===== src/rtl/cdc_pkg.sv =====
// Shared definitions for the clock-domain-crossing pulse path: pacer state
// encoding and a width helper for down-counters that must hold a cycle count.
package cdc_pkg;

  localparam logic [1:0] PACER_IDLE  = 2'd0;
  localparam logic [1:0] PACER_PULSE = 2'd1;
  localparam logic [1:0] PACER_GAP   = 2'd2;

  typedef enum logic [1:0] {
    ST_IDLE  = PACER_IDLE,
    ST_PULSE = PACER_PULSE,
    ST_GAP   = PACER_GAP
  } pacer_state_e;

  // Bits needed to hold any value 0..gap_cycles; never less than one bit.
  function automatic int gap_cnt_width(input int gap_cycles);
    return (gap_cycles < 1) ? 1 : $clog2(gap_cycles + 1);
  endfunction

endpackage


===== src/rtl/fast_pulse_pacer_if.sv =====
// Request/status bundle between a requester and the fast-domain pulse pacer.
interface fast_pulse_pacer_if #(
  parameter int CNT_W = 4
) ();

  logic             req_in;
  logic             clr_ovf;
  logic             read_out;
  logic [CNT_W-1:0] pending;
  logic             overflow;
  logic             idle;

  modport master (
    output req_in, clr_ovf,
    input  read_out, pending, overflow, idle
  );

  modport slave (
    input  req_in, clr_ovf,
    output read_out, pending, overflow, idle
  );

endinterface


===== src/rtl/sat_updown_cnt.sv =====
// Saturating up/down counter with a sticky overflow flag. An increment at full
// scale without a simultaneous decrement is dropped and latches overflow.
module sat_updown_cnt #(
  parameter int CNT_W = 4
) (
  input  logic             clk,
  input  logic             rst_n,
  input  logic             inc,
  input  logic             dec,
  input  logic             clr_ovf,
  output logic [CNT_W-1:0] count,
  output logic             overflow
);

  localparam logic [CNT_W-1:0] CNT_MAX = '1;
  localparam logic [CNT_W-1:0] CNT_ONE = CNT_W'(1);

  logic drop;

  assign drop = inc && !dec && (count == CNT_MAX);

  // Counter: inc and dec together cancel; clamp at both ends.
  // NOTE: every register written in always_ff uses <= so all state updates
  // see the pre-edge values regardless of statement order.
  always_ff @(posedge clk or negedge rst_n) begin
    if (!rst_n) begin
      count <= '0;
    end else if (inc && !dec && (count != CNT_MAX)) begin
      count <= count + CNT_ONE;
    end else if (dec && !inc && (count != '0)) begin
      count <= count - CNT_ONE;
    end
  end

  // Sticky overflow: a drop on the same edge as a clear wins.
  always_ff @(posedge clk or negedge rst_n) begin
    if (!rst_n) begin
      overflow <= 1'b0;
    end else if (drop) begin
      overflow <= 1'b1;
    end else if (clr_ovf) begin
      overflow <= 1'b0;
    end
  end

endmodule


===== src/rtl/fast_pulse_pacer.sv =====
// Fast-domain pacer ahead of a fast-to-slow pulse synchronizer. Request strobes
// are queued and re-emitted as PULSE_W-wide pulses whose rising edges are at
// least GAP_CYCLES apart, so the slow side never sees two pulses merge.
module fast_pulse_pacer
  import cdc_pkg::*;
#(
  parameter int GAP_CYCLES = 6,
  parameter int PULSE_W    = 1,
  parameter int CNT_W      = 4
) (
  input  logic               clk1,
  input  logic               sys_rst_n,
  fast_pulse_pacer_if.slave  bus
);

  localparam int               GAP_W      = gap_cnt_width(GAP_CYCLES);
  // Counter reload values: the counter runs down to zero, so load length-1.
  localparam logic [GAP_W-1:0] PULSE_LOAD = GAP_W'(PULSE_W - 1);
  localparam logic [GAP_W-1:0] GAP_LOAD   = GAP_W'(GAP_CYCLES - PULSE_W - 1);
  localparam logic [GAP_W-1:0] GAP_ONE    = GAP_W'(1);

  pacer_state_e     state;
  logic [GAP_W-1:0] gap_cnt;
  logic             read_q;
  logic [CNT_W-1:0] pending;
  logic             overflow;

  logic avail;
  logic gap_done;
  logic launch;
  logic queue_launch;
  logic cnt_inc;

  // A launch takes a queued request first; only an empty queue lets the live
  // strobe launch directly. Strobes arriving mid-pulse/gap are always queued.
  assign avail        = (pending != '0) || bus.req_in;
  assign gap_done     = (gap_cnt == '0);
  assign launch       = avail && ((state == ST_IDLE) || ((state == ST_GAP) && gap_done));
  assign queue_launch = launch && (pending != '0);
  assign cnt_inc      = bus.req_in && !(launch && (pending == '0));

  // Pacing FSM with its shared down-counter; read_out is registered here.
  always_ff @(posedge clk1 or negedge sys_rst_n) begin
    if (!sys_rst_n) begin
      state   <= ST_IDLE;
      gap_cnt <= '0;
      read_q  <= 1'b0;
    end else begin
      case (state)
        ST_IDLE: begin
          if (launch) begin
            state   <= ST_PULSE;
            gap_cnt <= PULSE_LOAD;
            read_q  <= 1'b1;
          end
        end
        ST_PULSE: begin
          if (gap_done) begin
            state   <= ST_GAP;
            gap_cnt <= GAP_LOAD;
            read_q  <= 1'b0;
          end else begin
            gap_cnt <= gap_cnt - GAP_ONE;
          end
        end
        ST_GAP: begin
          if (gap_done) begin
            if (launch) begin
              state   <= ST_PULSE;
              gap_cnt <= PULSE_LOAD;
              read_q  <= 1'b1;
            end else begin
              state   <= ST_IDLE;
              gap_cnt <= '0;
            end
          end else begin
            gap_cnt <= gap_cnt - GAP_ONE;
          end
        end
        default: begin
          state   <= ST_IDLE;
          gap_cnt <= '0;
          read_q  <= 1'b0;
        end
      endcase
    end
  end

  sat_updown_cnt #(
    .CNT_W (CNT_W)
  ) u_pending (
    .clk      (clk1),
    .rst_n    (sys_rst_n),
    .inc      (cnt_inc),
    .dec      (queue_launch),
    .clr_ovf  (bus.clr_ovf),
    .count    (pending),
    .overflow (overflow)
  );

  assign bus.read_out = read_q;
  assign bus.pending  = pending;
  assign bus.overflow = overflow;
  assign bus.idle     = (state == ST_IDLE) && (pending == '0);

endmodule


===== src/flat_wrapper.sv =====
// flat-port wrapper written by rule: the top's interface ports become plain ports
module fast_pulse_pacer_flat import cdc_pkg::*;
#(
  parameter int GAP_CYCLES = 6,
  parameter int PULSE_W    = 1,
  parameter int CNT_W      = 4
)
  (clk1, sys_rst_n, bus_req_in, bus_clr_ovf, bus_read_out, bus_pending, bus_overflow, bus_idle);
  fast_pulse_pacer_if #(.CNT_W(CNT_W)) bus_i ();
  input  logic clk1;
  input  logic sys_rst_n;
  input wire logic [$bits(bus_i.req_in)-1:0] bus_req_in;
  input wire logic [$bits(bus_i.clr_ovf)-1:0] bus_clr_ovf;
  output wire logic [$bits(bus_i.read_out)-1:0] bus_read_out;
  output wire logic [$bits(bus_i.pending)-1:0] bus_pending;
  output wire logic [$bits(bus_i.overflow)-1:0] bus_overflow;
  output wire logic [$bits(bus_i.idle)-1:0] bus_idle;
  assign bus_i.req_in = bus_req_in;
  assign bus_i.clr_ovf = bus_clr_ovf;
  assign bus_read_out = bus_i.read_out;
  assign bus_pending = bus_i.pending;
  assign bus_overflow = bus_i.overflow;
  assign bus_idle = bus_i.idle;
  fast_pulse_pacer #(.GAP_CYCLES(GAP_CYCLES), .PULSE_W(PULSE_W), .CNT_W(CNT_W)) u_core (.clk1(clk1), .sys_rst_n(sys_rst_n), .bus(bus_i));
endmodule

===== config.mk =====
export PLATFORM = sky130hd
export DESIGN_NAME = fast_pulse_pacer_flat
export DESIGN_NICKNAME = d
export VERILOG_FILES = /design/src/rtl/cdc_pkg.sv /design/src/rtl/fast_pulse_pacer_if.sv /design/src/rtl/sat_updown_cnt.sv /design/src/rtl/fast_pulse_pacer.sv /design/src/flat_wrapper.sv
export SDC_FILE = /design/constraint.sdc
export NUM_CORES = 1
export LEC_CHECK = 0
export ABC_AREA = 1
export ABC_CLOCK_PERIOD_IN_PS = 2200
export CAP_MARGIN = 30
export CORE_MARGIN = 2
export CORE_UTILIZATION = 52
export CTS_CLUSTER_SIZE = 24
export DETAILED_ROUTE_END_ITERATION = 8
export HOLD_SLACK_MARGIN = 0.06
export PLACE_DENSITY = 0.76
export SYNTH_ARGS = -nofsm -noshare
export SYNTH_HDL_FRONTEND = slang
export SYNTH_SLANG_ARGS = --single-unit

===== constraint.sdc =====
create_clock -name clk1 -period 2.2 [get_ports clk1]
set_input_delay 0.44 -clock clk1 [delete_from_list [all_inputs] [get_ports clk1]]
set_output_delay 0.44 -clock clk1 [all_outputs]
set_load 0.02 [all_outputs]

* Word level (Yosys, flattened, before mapping)
Cells that the tools add are included.
Storage, ports and cells: bits in registers 11, latch bits 0, bits in writable memories 0, ROM bits 0, bits of input ports 4, output and inout bits 7, memories 0
Cells by class: add/sub/neg operators 3, $mul 0, div/mod/pow operators 0, order comparisons 0, equal/unequal tests 7, shift-type cells 0, muxes and demuxes 17, bitwise gates (word level) 0, reductions and logical operators 24
Operators by type and width (count):
- 1-bit logical AND | 11
- 3-bit two-way mux | 3
- 3-bit one-hot mux with 3 select lines | 1
- 4-bit two-way mux | 2
- 1-bit two-way mux | 6
- 2-bit two-way mux | 3
- 2-bit by 1-bit != test with 1-bit output, second input constant | 3
- 2-bit one-hot mux with 3 select lines | 1
- 4-bit by 1-bit adder with 4-bit output, second input constant | 1
- 4-bit == test, second input constant | 1
- 4-bit zero test | 1
- 4-bit != test, second input constant | 1
- 2-bit nonzero test | 2
- 4-bit nonzero test | 1
- 4-bit by 1-bit subtractor with 4-bit output, second input constant | 1
- 1-bit zero test | 3
- 3-bit zero test | 1
- 1-bit one-hot mux with 3 select lines | 1
- 3-bit AND reduction | 1
- 3-bit by 1-bit subtractor with 3-bit output, second input constant | 1
- 2-bit by 1-bit == test with 1-bit output, second input constant | 1
- 2-bit == test, second input constant | 1
- 2-bit zero test | 1
- 1-bit logical OR | 2
- 2-bit AND reduction | 1

* Logic depth before layout (Yosys ltp)
Gate-level depths: netlist of the first run.
depth after elaboration 12, depth in mapped cells 14, mapped depth without buffers 14

* Hierarchy
A second synthesis of the first run with hierarchy kept.
Unflattened totals: cell total of the unflattened synthesis 115, area, all modules 870.8 um^2
By module, submodules not included:
- fast_pulse_pacer | times used 1, cells an instance 65, area each 489.2 um^2
- sat_updown_cnt | times used 1, cells an instance 50, area each 381.6 um^2

* Least setup slack after synthesis of the first run
No wires, ideal clock.
kind register to register, from reg u_core.state[0], to reg u_core.u_pending.count[3], library setup time 0.117 ns, arrival 1.862 ns, required time 2.083 ns, setup slack 0.220 ns, cell stages (with the launch flop) 14, buffers on the path 0, clock period less this slack 1.980 ns, cell sequence dfrtp_1 -> inv_1 -> ha_1 -> inv_1 -> nand2_2 -> nand2_4 -> nand3_4 -> ha_1 -> a21oi_1 -> nand2_1 -> inv_1 -> nand3_2 -> nand3_1 -> nand2_1
Between the ends: longest elaborated chain between the ends 11, elaborated cells between the ends (all ways) 17
RTL lines:
- start, declared | line fast_pulse_pacer.sv:22 | pacer_state_e state;
- start signal, assigned | line fast_pulse_pacer.sv:45 | state <= ST_IDLE;
- start signal, assigned | line fast_pulse_pacer.sv:52 | state <= ST_PULSE;
- start signal, assigned | line fast_pulse_pacer.sv:59 | state <= ST_GAP;
- 2-bit == test | line fast_pulse_pacer.sv:38 | assign launch = avail && ((state == ST_IDLE) || ((state == ST_GAP) && gap_done));
- 1-bit logical AND | line fast_pulse_pacer.sv:38
- 1-bit logical OR * | line fast_pulse_pacer.sv:38
- 1-bit logical AND * | line fast_pulse_pacer.sv:38
- 1-bit logical AND | line fast_pulse_pacer.sv:40 | assign cnt_inc = bus.req_in && !(launch && (pending == '0));
- 1-bit zero test | line fast_pulse_pacer.sv:40
- 1-bit logical AND | line fast_pulse_pacer.sv:40
- 1-bit zero test | line sat_updown_cnt.sv:30 | end else if (dec && !inc && (count != '0)) begin
- 1-bit logical AND (2 in a row) | line sat_updown_cnt.sv:30
- 2-bit nonzero test (no source line)
- end signal, assigned | line sat_updown_cnt.sv:29 | count <= count + CNT_ONE;
- end signal, assigned | line sat_updown_cnt.sv:31 | count <= count - CNT_ONE;
- end, declared | line sat_updown_cnt.sv:11 | output logic [CNT_W-1:0] count,
Mark *: on every way between the ends. The rest lies on a longest branch, timed or not. A chain may end at the register's enable or synchronous reset.

* Worst setup path in the final report of the first run
Same ends and word-level chain as after synthesis.

==> results of run 1 <==
-- worst paths after layout --
path                                      from                         to  depth (start not counted)
hold / removal                       sys_rst_n  u_core.u_pending.count[3]                          1
min in group clk1          u_core.bus.read_out        u_core.bus.read_out                          2
max in group asynchronous            sys_rst_n            u_core.state[1]                          1
hold reg to reg            u_core.bus.read_out        u_core.bus.read_out                          2
setup reg to reg               u_core.state[0]  u_core.u_pending.count[3]                         14
setup / recovery               u_core.state[0]  u_core.u_pending.count[3]                         14
-- synthesized netlist by cell type (all sizes together) --
| library cell | number | area, µm² |
|---|---|---|
| nand2 | 26 | 123 |
| inv | 15 | 56.3 |
| dfrtp | 11 | 275 |
| nor2 | 10 | 55.1 |
| nand3 | 9 | 62.6 |
| ha | 6 | 75.1 |
| o21ai | 5 | 25.0 |
| a21oi | 4 | 27.5 |
| nand4 | 4 | 31.3 |
| o22ai | 2 | 12.5 |
| clkinv | 1 | 8.76 |
| fa | 1 | 20.0 |
| o21a | 1 | 7.51 |
| xor2 | 1 | 8.76 |
-- cells by family after synthesis --
group                      count (synthesis)  share of synthesized area, %
buffers and inverters                     16                          8.25
AOI/OAI and AO/OA                         12                          9.21
xor gates and xnor gates                   1                          1.11
and+or+nand+nor                           49                          34.4
adders and majority gates                  7                          12.1
DFF                                       11                          34.9
-- worst max-delay path, stage by stage, from the launching register on --
cell and delay [ps]:
sky130_fd_sc_hd__dfrtp_1 420, sky130_fd_sc_hd__inv_1 90, sky130_fd_sc_hd__ha_1 210, sky130_fd_sc_hd__inv_1 110, sky130_fd_sc_hd__nand2_2 100, sky130_fd_sc_hd__nand2_4 130, sky130_fd_sc_hd__nand3_4 130, sky130_fd_sc_hd__ha_4 310
sky130_fd_sc_hd__nand3_1 70, sky130_fd_sc_hd__nand2_1 110, sky130_fd_sc_hd__inv_1 60, sky130_fd_sc_hd__nand3_2 70, sky130_fd_sc_hd__nand2_1 60, sky130_fd_sc_hd__nand2_1 50, sky130_fd_sc_hd__nand2_1 40
-- per-stage QoR --
step	hold WS [ps]	area [µm²]
floorplan	144	788
global placement	517	923
detailed placement	528	923
CTS	533	950
global route	537	972
finish	518	972
-- power by group --
| part | total (W) | switching (W) | internal [W] |
|---|---|---|---|
| Clock | 0.000141 | 0.0000714 | 0.0000701 |
| Sequential | 0.000414 | 0.000120 | 0.000294 |
| Combinational | 0.00108 | 0.000627 | 0.000452 |
| Total | 0.00164 | 0.000819 | 0.000816 |
-- repair_timing --
action                                  in CTS  in global routing
resized for setup                            0                  2
buffers inserted                             0                  1
endpoints found under the setup margin       0                  2
-- metal layers --
metal,GRT usage (%),vias up,routed length (µm)
met1,24.5,307,738
met4,3.64,0,0
met2,27.3,8,656
met5,0,-,0
li1,-,346,-
met3,6.38,0,51
-- registers in the layout (all words and copies together), names as in the netlist --
| register | cells |
|---|---|
| u_core.state | 2 |
| u_core.gap_cnt | 3 |
| u_core.u_pending.overflow | 1 |
| u_core.u_pending.count | 4 |
| u_core.bus.read_out | 1 |
-- layout make-up --
cell class              count  area share (%)
clock buffers               4            2.70
inverters                  16            6.69
multi-input cells          69            47.4
flip-flops and latches     11            28.3
well taps                  16            2.06
repair buffers             13            12.9
==> impl_summary.log, run 1 <==
[metrics] max-slew violation count: 0
[metrics] data arrival time of the critical path: 2210 ps
[metrics] final cell utilization of the core: around 67%
[metrics] TritonCTS clock tree: done
[metrics] total power consumption of the routed design: 0.00164 W
[metrics] Worst Clk Skew: around 1.6 ps
[metrics] Post-DP HPWL: 1110 µm
[metrics] count of maximum capacitance violations: 0
[metrics] total of hold buffers inserted after clock tree synthesis: 0
[metrics] crit start category: register
[metrics] count of antenna-violating nets left after detailed routing: 0
[metrics] proportion of layout cells with a drive suffix above 1: 23.0%
[metrics] worst-case headroom to the max-slew limit: approximately 65%
[metrics] aggregate routed wire length: 1450 µm
[metrics] register bit count reported by yosys: 11
[metrics] Setup Slack @ Placement: 110 ps
[metrics] CTS root buf: sky130_fd_sc_hd__clkbuf_4
[metrics] final setup slack of the worst path: around 160 ps
[metrics] area enclosed by the die boundary: 1840 µm²
[metrics] most frequent cells in the layout: sky130_fd_sc_hd__nand2_1 (20), sky130_fd_sc_hd__inv_1 (13), sky130_fd_sc_hd__dfrtp_1 (11)
[metrics] number of port buffers: 10
[metrics] number of nets produced by synthesis: 107
[metrics] synth-to-layout area growth: 23.3%
[metrics] Hold Fails Final Rpt: 0
[metrics] Hold Path Class: in -> async
[metrics] final routed DRC violation total: 0
[metrics] Placement Rows: 14
[metrics] die height: 42.9 µm
[metrics] total number of nets in the final design: 125
[metrics] Max Fclk: 0.490 GHz
[metrics] vias per cell: 5.12
[metrics] clock transition at the register clock pins on the worst setup and hold paths after CTS: about 80 ps
[metrics] part of the Yosys area used for sequential elements: 34.9%
[metrics] leakage power total: 0.496 nW
[metrics] initial DRC count: 11
[metrics] Yosys warning total: 0
[metrics] area of the mapped netlist: 788 µm²
[metrics] layout filler cell count: around 120
[metrics] ANT cells: 0
[metrics] required time at the endpoint of the critical path: 2360 ps
[metrics] TritonCTS buffer count: 3
[metrics] cell count after synthesis: 96
[metrics] later-pin clock latency in the skew report: 260 ps
[metrics] wire length of the first global-routing pass: 2470 µm
[metrics] outcome: finished clean
[metrics] most common cell after layout, fill and taps aside: sky130_fd_sc_hd__nand2_1
[metrics] transition time of the tightest slew-check pin: roughly 530 ps
[metrics] initial standard-cell utilization of the core: 54.2%
[metrics] multi-input logic area: 460 µm²
[metrics] Core Region: 1450 µm²
[metrics] filler-free cell count of the finished design: around 130
[metrics] sequential cell area: 275 µm²
[metrics] count of vias placed by the detailed router: 661
[metrics] first drt pass iteration count: 4
[metrics] I/O pin total: 11
[metrics] maximum root-to-sink buffer count: 2
[metrics] Sum Neg Setup Slack: 0 ps
[metrics] number of H-tree levels: 1
[metrics] die width: 42.9 µm
[metrics] number of antenna violations at the first check in global routing: 0
[metrics] detailed-route wire length per cell: around 11 µm
[metrics] number of cells after detailed placement: 124
[metrics] worst-case register-to-register setup slack: 160 ps
[metrics] largest fanout of any net on the critical path: 7
[metrics] number of distinct library cells after synthesis: 24
[metrics] endpoint kind of the worst setup timing path: register
[metrics] Finish-stage setup viols: 0
[metrics] global placement routability congestion: 0.822
[metrics] Synth Area per Inst: 8.21 µm²
[metrics] via count of the first global-routing pass: 580
[metrics] maximum resistive drop on vdd: 0.000814 V
[metrics] critical path class: reg -> reg
[metrics] number of clock sinks: 11
[metrics] total power divided by cell area: 1680 nW/µm²
[metrics] global-route congestion overflow total: 0
[metrics] Final min period: just over 2000 ps
[metrics] pin count of the biggest net entering global routing: 12
[metrics] Final Cycle Share: 92.9%
[metrics] gr usage total: 17.9%
Power figures use the tool's default switching activity.
==> run 2: changes to the inputs <==
- SKIP_CTS_REPAIR_TIMING: default -> 1
==> results of run 2 <==
No change in the layout: final DEF, timing and power equal those of run 1.
